--- config.mk ---
export PLATFORM = sky130hd
export DESIGN_NAME = rst_sequencer
export DESIGN_NICKNAME = d
export VERILOG_FILES = /design/src/rtl/rst_seq_pkg.sv /design/src/rtl/rst_seq_timer.sv /design/src/rtl/rst_sequencer.sv
export SDC_FILE = /design/constraint.sdc
export NUM_CORES = 1
export LEC_CHECK = 0
export CORE_MARGIN = 2
export CORE_UTILIZATION = 40
export DETAILED_ROUTE_END_ITERATION = 8
export SYNTH_ARGS = -nofsm -noshare
export SYNTH_HDL_FRONTEND = slang
export SYNTH_SLANG_ARGS = --single-unit
--- constraint.sdc ---
create_clock -name clk -period 2.2 [get_ports clk]
set_input_delay 0.66 -clock clk [delete_from_list [all_inputs] [get_ports clk]]
set_output_delay 0.66 -clock clk [all_outputs]
set_load 0.01 [all_outputs]
--- src/rtl/rst_seq_pkg.sv ---
// Shared types and constants for the staged reset sequencer.
//   state_e    : sequencer FSM state (2-bit, encoding visible on seq_state)
//   MAX_STAGES : upper bound on the number of staged reset outputs
//   SEQ_CNT_W  : width of the optional completed-sequence counter
//   IDX_W      : width of the stage index register
package rst_seq_pkg;

  localparam int unsigned MAX_STAGES = 8;
  localparam int unsigned SEQ_CNT_W  = 8;
  localparam int unsigned IDX_W      = $clog2(MAX_STAGES);

  typedef enum logic [1:0] {
    StAssert  = 2'd0,
    StHold    = 2'd1,
    StRelease = 2'd2,
    StDone    = 2'd3
  } state_e;

endpackage

--- src/rtl/rst_seq_timer.sv ---
// Hold-interval timer for the reset sequencer.
//   clk_i  : clock, posedge
//   rst_ni : synchronous active-low reset
//   clr_i  : clear count to zero (wins over en_i)
//   en_i   : advance count by one
//   tc_o   : terminal count, high while count == HOLD_CYCLES-1
module rst_seq_timer #(
  parameter int unsigned HOLD_CYCLES = 16,
  parameter int unsigned CNT_W       = $clog2(HOLD_CYCLES + 1)
) (
  input  logic clk_i,
  input  logic rst_ni,
  input  logic clr_i,
  input  logic en_i,
  output logic tc_o
);

  logic [CNT_W-1:0] cnt_q, cnt_d;

  always_comb begin
    cnt_d = cnt_q;
    if (clr_i) begin
      cnt_d = '0;
    end else if (en_i) begin
      cnt_d = cnt_q + 1'b1;
    end
  end

  always_ff @(posedge clk_i) begin
    if (!rst_ni) begin
      cnt_q <= '0;
    end else begin
      cnt_q <= cnt_d;
    end
  end

  assign tc_o = (cnt_q == CNT_W'(HOLD_CYCLES - 1));

endmodule

--- src/rtl/rst_sequencer.sv ---
// Staged reset sequencer: releases NUM_STAGES active-low resets in ascending
// order, one per HOLD_CYCLES interval, then flags rst_done. A level-held
// software request in the done state re-runs the whole sequence.
//   clk         : clock, posedge
//   reset       : synchronous active-low reset
//   sw_rst_req  : level request to re-sequence, held until sw_rst_ack
//   sw_rst_ack  : one-cycle pulse, request accepted
//   stage_rst_n : staged active-low resets, bit k released k-th
//   rst_done    : high once every stage has been released
//   seq_state   : current FSM state (state_e encoding)
//   seq_count   : completed sequences, saturating (only with RST_SEQ_STATUS_EN)
// Build option: define RST_SEQ_STATUS_EN to add the seq_count output.
module rst_sequencer
  import rst_seq_pkg::*;
#(
  parameter int unsigned NUM_STAGES  = 2,
  parameter int unsigned HOLD_CYCLES = 16,
  parameter int unsigned CNT_W       = $clog2(HOLD_CYCLES + 1)
) (
  input  logic                  clk,
  input  logic                  reset,
  input  logic                  sw_rst_req,
  output logic                  sw_rst_ack,
  output logic [NUM_STAGES-1:0] stage_rst_n,
  output logic                  rst_done,
  output logic [1:0]            seq_state
`ifdef RST_SEQ_STATUS_EN
  ,
  output logic [SEQ_CNT_W-1:0]  seq_count
`endif
);

  state_e                state_q, state_d;
  logic                  settled_q;
  logic [IDX_W-1:0]      idx_q, idx_d;
  logic [NUM_STAGES-1:0] stage_q, stage_d;
  logic                  ack_q, ack_d;
  logic                  done_q, done_d;
  logic                  tc;
  logic                  last_stage;
  logic                  accept;

  assign last_stage = (idx_q == IDX_W'(NUM_STAGES - 1));
  assign accept     = (state_q == StDone) && sw_rst_req;

  // Timer sits at zero outside HOLD, so every HOLD entry starts from a clean count.
  rst_seq_timer #(
    .HOLD_CYCLES (HOLD_CYCLES),
    .CNT_W       (CNT_W)
  ) u_timer (
    .clk_i  (clk),
    .rst_ni (reset),
    .clr_i  (state_q != StHold),
    .en_i   ((state_q == StHold) && !tc),
    .tc_o   (tc)
  );

  // settled_q keeps ASSERT for one full cycle after reset is first seen high.
  always_ff @(posedge clk) begin
    if (!reset) begin
      state_q   <= StAssert;
      settled_q <= 1'b0;
    end else begin
      state_q   <= state_d;
      settled_q <= 1'b1;
    end
  end

  always_comb begin
    state_d = state_q;
    unique case (state_q)
      StAssert:  if (settled_q) state_d = StHold;
      StHold:    if (tc) state_d = StRelease;
      StRelease: state_d = last_stage ? StDone : StHold;
      StDone:    if (sw_rst_req) state_d = StAssert;
      default:   state_d = StAssert;
    endcase
  end

  always_comb begin
    stage_d = stage_q;
    idx_d   = idx_q;
    ack_d   = accept;
    // rst_done follows DONE entry by one cycle and drops on the accepting edge.
    done_d  = (state_q == StDone) && !accept;
    unique case (state_q)
      StAssert: begin
        stage_d = '0;
        idx_d   = '0;
      end
      StRelease: begin
        for (int unsigned k = 0; k < NUM_STAGES; k++) begin
          if (idx_q == IDX_W'(k)) stage_d[k] = 1'b1;
        end
        if (!last_stage) idx_d = idx_q + 1'b1;
      end
      StDone: begin
        if (accept) begin
          stage_d = '0;
          idx_d   = '0;
        end
      end
      default: ;
    endcase
  end

  always_ff @(posedge clk) begin
    if (!reset) begin
      stage_q <= '0;
      idx_q   <= '0;
      ack_q   <= 1'b0;
      done_q  <= 1'b0;
    end else begin
      stage_q <= stage_d;
      idx_q   <= idx_d;
      ack_q   <= ack_d;
      done_q  <= done_d;
    end
  end

  assign stage_rst_n = stage_q;
  assign sw_rst_ack  = ack_q;
  assign rst_done    = done_q;
  assign seq_state   = state_q;

`ifdef RST_SEQ_STATUS_EN
  logic [SEQ_CNT_W-1:0] seq_cnt_q;

  // Counts DONE entries: the edge that releases the last stage.
  always_ff @(posedge clk) begin
    if (!reset) begin
      seq_cnt_q <= '0;
    end else if ((state_q == StRelease) && last_stage && (seq_cnt_q != '1)) begin
      seq_cnt_q <= seq_cnt_q + 1'b1;
    end
  end

  assign seq_count = seq_cnt_q;
`else
  // No sequence counter in this build.
`endif

endmodule

==> results.txt <==
In this run the deepest clock path goes through 2 buffers. The slowest stage of the critical path is the clkdlybuf4s50_1 cell. The via count of the first global-routing pass was 502. The number of antenna-violating nets in the routed design is 0. The initial DRC count is 5. The total clock buffers created by CTS is 3.

The total overflow left after global routing is 0. The share of the yosys chip area belonging to registers is 0.421. For this run, the total global-route usage over all layers was measured as 0.139. The largest single stage delay on the critical path is 0.61 ns. For this run, design rule violations remaining after detail routing come to 0. The part of the cycle the worst path needs is 0.957.

Post-CTS repair changed the size of 0 cells. The overall die area came out at 2140 µm². The number of buffers inserted for hold repair after clock tree synthesis is 0. The sequential group share of total power is 0.601. The routed wirelength normalized by instance count came out at 10.6 µm. The number of nets in the synthesized netlist is 84. The slew at the pin closest to its max-slew limit is 0.377 ns. The max-capacitance violation count came out at 0. The total via count in the routed design is 513. Entering global routing, the biggest net connects 13 pins. The required time of the worst setup path is 1.54 ns. The first global-routing pass estimated 2060 µm of wire.

The worst endpoint data arrival time came out at 1.45 ns. The run finished with clean final reports. Synthesis handed over a netlist of 76 instances. The time the final worst path needs with I/O delays and setup came out at 2.11 ns. The routed design has 1170 µm of wire. Yosys printed 0 warnings. After the last flow step, the layout net total stands at 94. Across the VDD grid, the largest voltage drop is 0.000421 V. The number of I/O pins came out at 9.

The root buffer cell chosen for the clock tree is clkbuf_4. The filler cells instantiated in the layout total 175. The per-cell via count in the routed design came out at 4.66.

The number of antenna violations at the first check in global routing came to 0. TritonCTS built the clock tree. The area added between synthesis and finish came out at 16.3%. Of the total power, the share spent switching nets is 0.221.

The min-delay analysis places its worst path in the category flip-flop to flip-flop. The number of buffers and inverters on the critical path is 1. Headroom to the max-slew limit came out at 0.749. The clock slew seen by the registers of the worst setup and hold paths came out at 0.08 ns. The total area inside the core boundary comes to 1710 µm².

The core utilization of the finished layout is 0.486. The critical path class is flip-flop to output pin. STA classifies the critical path endpoint as an output pin. The count of final setup violators came out at 0. The power density over the cells came out at 559 nW/µm². The repair_antennas step left the layout with diodes totalling 0.

The clock network fraction of design power is 0.331. In this design, the largest share of critical-path delay is due to buffers and inverters. The register bit total from synthesis is 15. The first detailed-routing pass ran for 2 iterations. The clock sink total came out at 15.

The largest fanout on the critical path came out at 11. Setup repair after global routing left no endpoint under its margin. The height of the die came out at 46.2 µm. The number of input and output port buffers inserted is 8.

The die is 46.2 µm wide. The final hold violation count came out at 0. After detailed placement, the total cell area comes to 803 µm². The kind of start point of the critical path is a flip-flop.

At the later pin of the worst-skew pair, clock insertion delay measures 0.28 ns. The multi-input combinational cells in the finished layout cover a total of 365 µm². Hold timing on the final database bottoms out at a slack of 0.501 ns. The half-perimeter wire length after placement is 872 µm. Routability-driven placement finished with a final weighted congestion of 0.680.

Walking the worst path, the cells encountered are clkdlybuf4s50_1. The total non-filler cell area in the finished layout is 830 µm². The share of total power in combinational logic came out at 0.069. The combined flip-flop and latch cell area is 300 µm². The cell area after synthesis is 713 µm². The mean post-synth cell area is 9.38 µm². The number of buffers added for setup after CTS came out at 0. The sum of internal, switching and leakage power came out at 464 µW. Summed over all cells, the static leakage comes to 0.000308 µW. In the final layout, the share of cells above drive strength 1 is 0.118.

The setup clock skew after layout is 0.00127 ns. The row count came out at 15. The highest clock rate is 475 MHz. In this run the number of H-tree levels came out at 1. The net switching component of the power came out at 103 µW. The count of final max-slew check failures came to 0. The starting utilization of the core area is 0.418. The distinct cell type count of the synthesized netlist is 29.

The final sum of negative setup slack is 0 ns. Internal power comes to 361 µW.
layer usage:
layer,vias to the layer above,global-route usage,wire length (µm)
li1,276,-,-
met1,227,0.161,573
met2,8,0.228,538
met3,2,0.0588,46
met4,0,0.0514,11
met5,-,0,0
synthesized netlist by cell type:
library cell,count,area [µm²]
dfxtp_1,15,300
nor2_1,11,41.3
nand3_1,6,30.0
ha_1,5,62.6
inv_1,5,18.8
a21oi_1,4,20.0
o21a_1,3,22.5
a21boi_2,2,22.5
buf_2,2,10.0
nand2_1,2,7.51
nor2b_1,2,12.5
xor2_1,2,17.5
a21boi_1,1,7.51
and3_1,1,6.26
and4bb_4,1,16.3
buf_4,1,7.51
buf_6,1,11.3
mux2i_1,1,10.0
nand2b_1,1,6.26
nand4b_1,1,8.76
nor2b_4,1,13.8
nor3_1,1,5.00
nor3b_2,1,12.5
o211ai_1,1,7.51
o21ai_0,1,5.00
o21ai_1,1,5.00
o21ai_2,1,8.76
o31ai_1,1,7.51
xnor2_1,1,8.76
final cells by class:
type	instances	area share
Timing Repair Buffer	9	0.106
Multi-Input combinational cell	52	0.440
Tap cell	25	0.0377
Sequential cell	15	0.362
Inverter	5	0.0226
Clock buffer	4	0.0317
kinds of logic (layout without fill, tap and decap cells):
family	count (synthesis)	count (layout)	synth area share
buffers and inverters	9	18	0.0667
muxes	1	1	0.0140
DFF	15	15	0.421
xor gates and xnor gates	3	3	0.0368
adders and majority gates	5	5	0.0877
AOI/OAI and AO/OA	15	15	0.149
and+or+nand+nor	28	28	0.225
registers in the layout, summed over array words and instances (netlist names):
| signal | cells |
|---|---|
| u_timer.cnt_q | 5 |
| idx_q | 3 |
| seq_state | 2 |
| stage_rst_n | 2 |
| rst_done | 1 |
| settled_q | 1 |
| sw_rst_ack | 1 |
layout by cell type, fill, tap and decap left out, types with 2 or more instances in the layout:
master,instances
ha_1,5
nand3_1,6
nor2_1,11
clkdlybuf4s50_1,8
inv_1,5
a21boi_2,2
o21a_1,3
dfxtp_1,15
nand2_1,2
clkbuf_4,3
xor2_1,2
a21oi_1,4
nor2b_1,2
final timing paths:
path / from / end / slack [ns] / cells past startpoint
min: u_timer.cnt_q[4]$_SDFFE_PP0P_ / u_timer.cnt_q[4]$_SDFFE_PP0P_ / 0.50 / 2
min reg2reg: u_timer.cnt_q[4]$_SDFFE_PP0P_ / u_timer.cnt_q[4]$_SDFFE_PP0P_ / 0.50 / 2
max reg2reg: u_timer.cnt_q[0]$_SDFFE_PP0P_ / u_timer.cnt_q[3]$_SDFFE_PP0P_ / 0.67 / 6
max: seq_state[1]$_SDFFE_PN0P_ / seq_state[1] / 0.09 / 1
metrics by stage:
stage / setup slack [ns] / std cells
after floorplan: 0.740 / 76
after global placement: 0.406 / 106
after detailed placement: 0.403 / 106
after CTS: 0.0861 / 110
after global routing: 0.0289 / 110
final: 0.0946 / 110
worst reg2reg max path, delay by kind of cell (launching register included):
| kind | cells | cell delay [ns] |
|---|---|---|
| DFF | 1 | 0.34 |
| xor gates and xnor gates | 1 | 0.14 |
| adders and majority gates | 2 | 0.49 |
| and+or+nand+nor | 3 | 0.46 |
power groups by stage:
stage               combinational, µW  sequential [µW]  clock (µW)
global placement                 31.6              285           0
finish                           31.9              279         153
CTS                              32.2              279         159
global route                     35.5              279         168
detailed placement               31.9              285           0
floorplan                        18.5              286           0
Power figures use the tool's default switching activity.
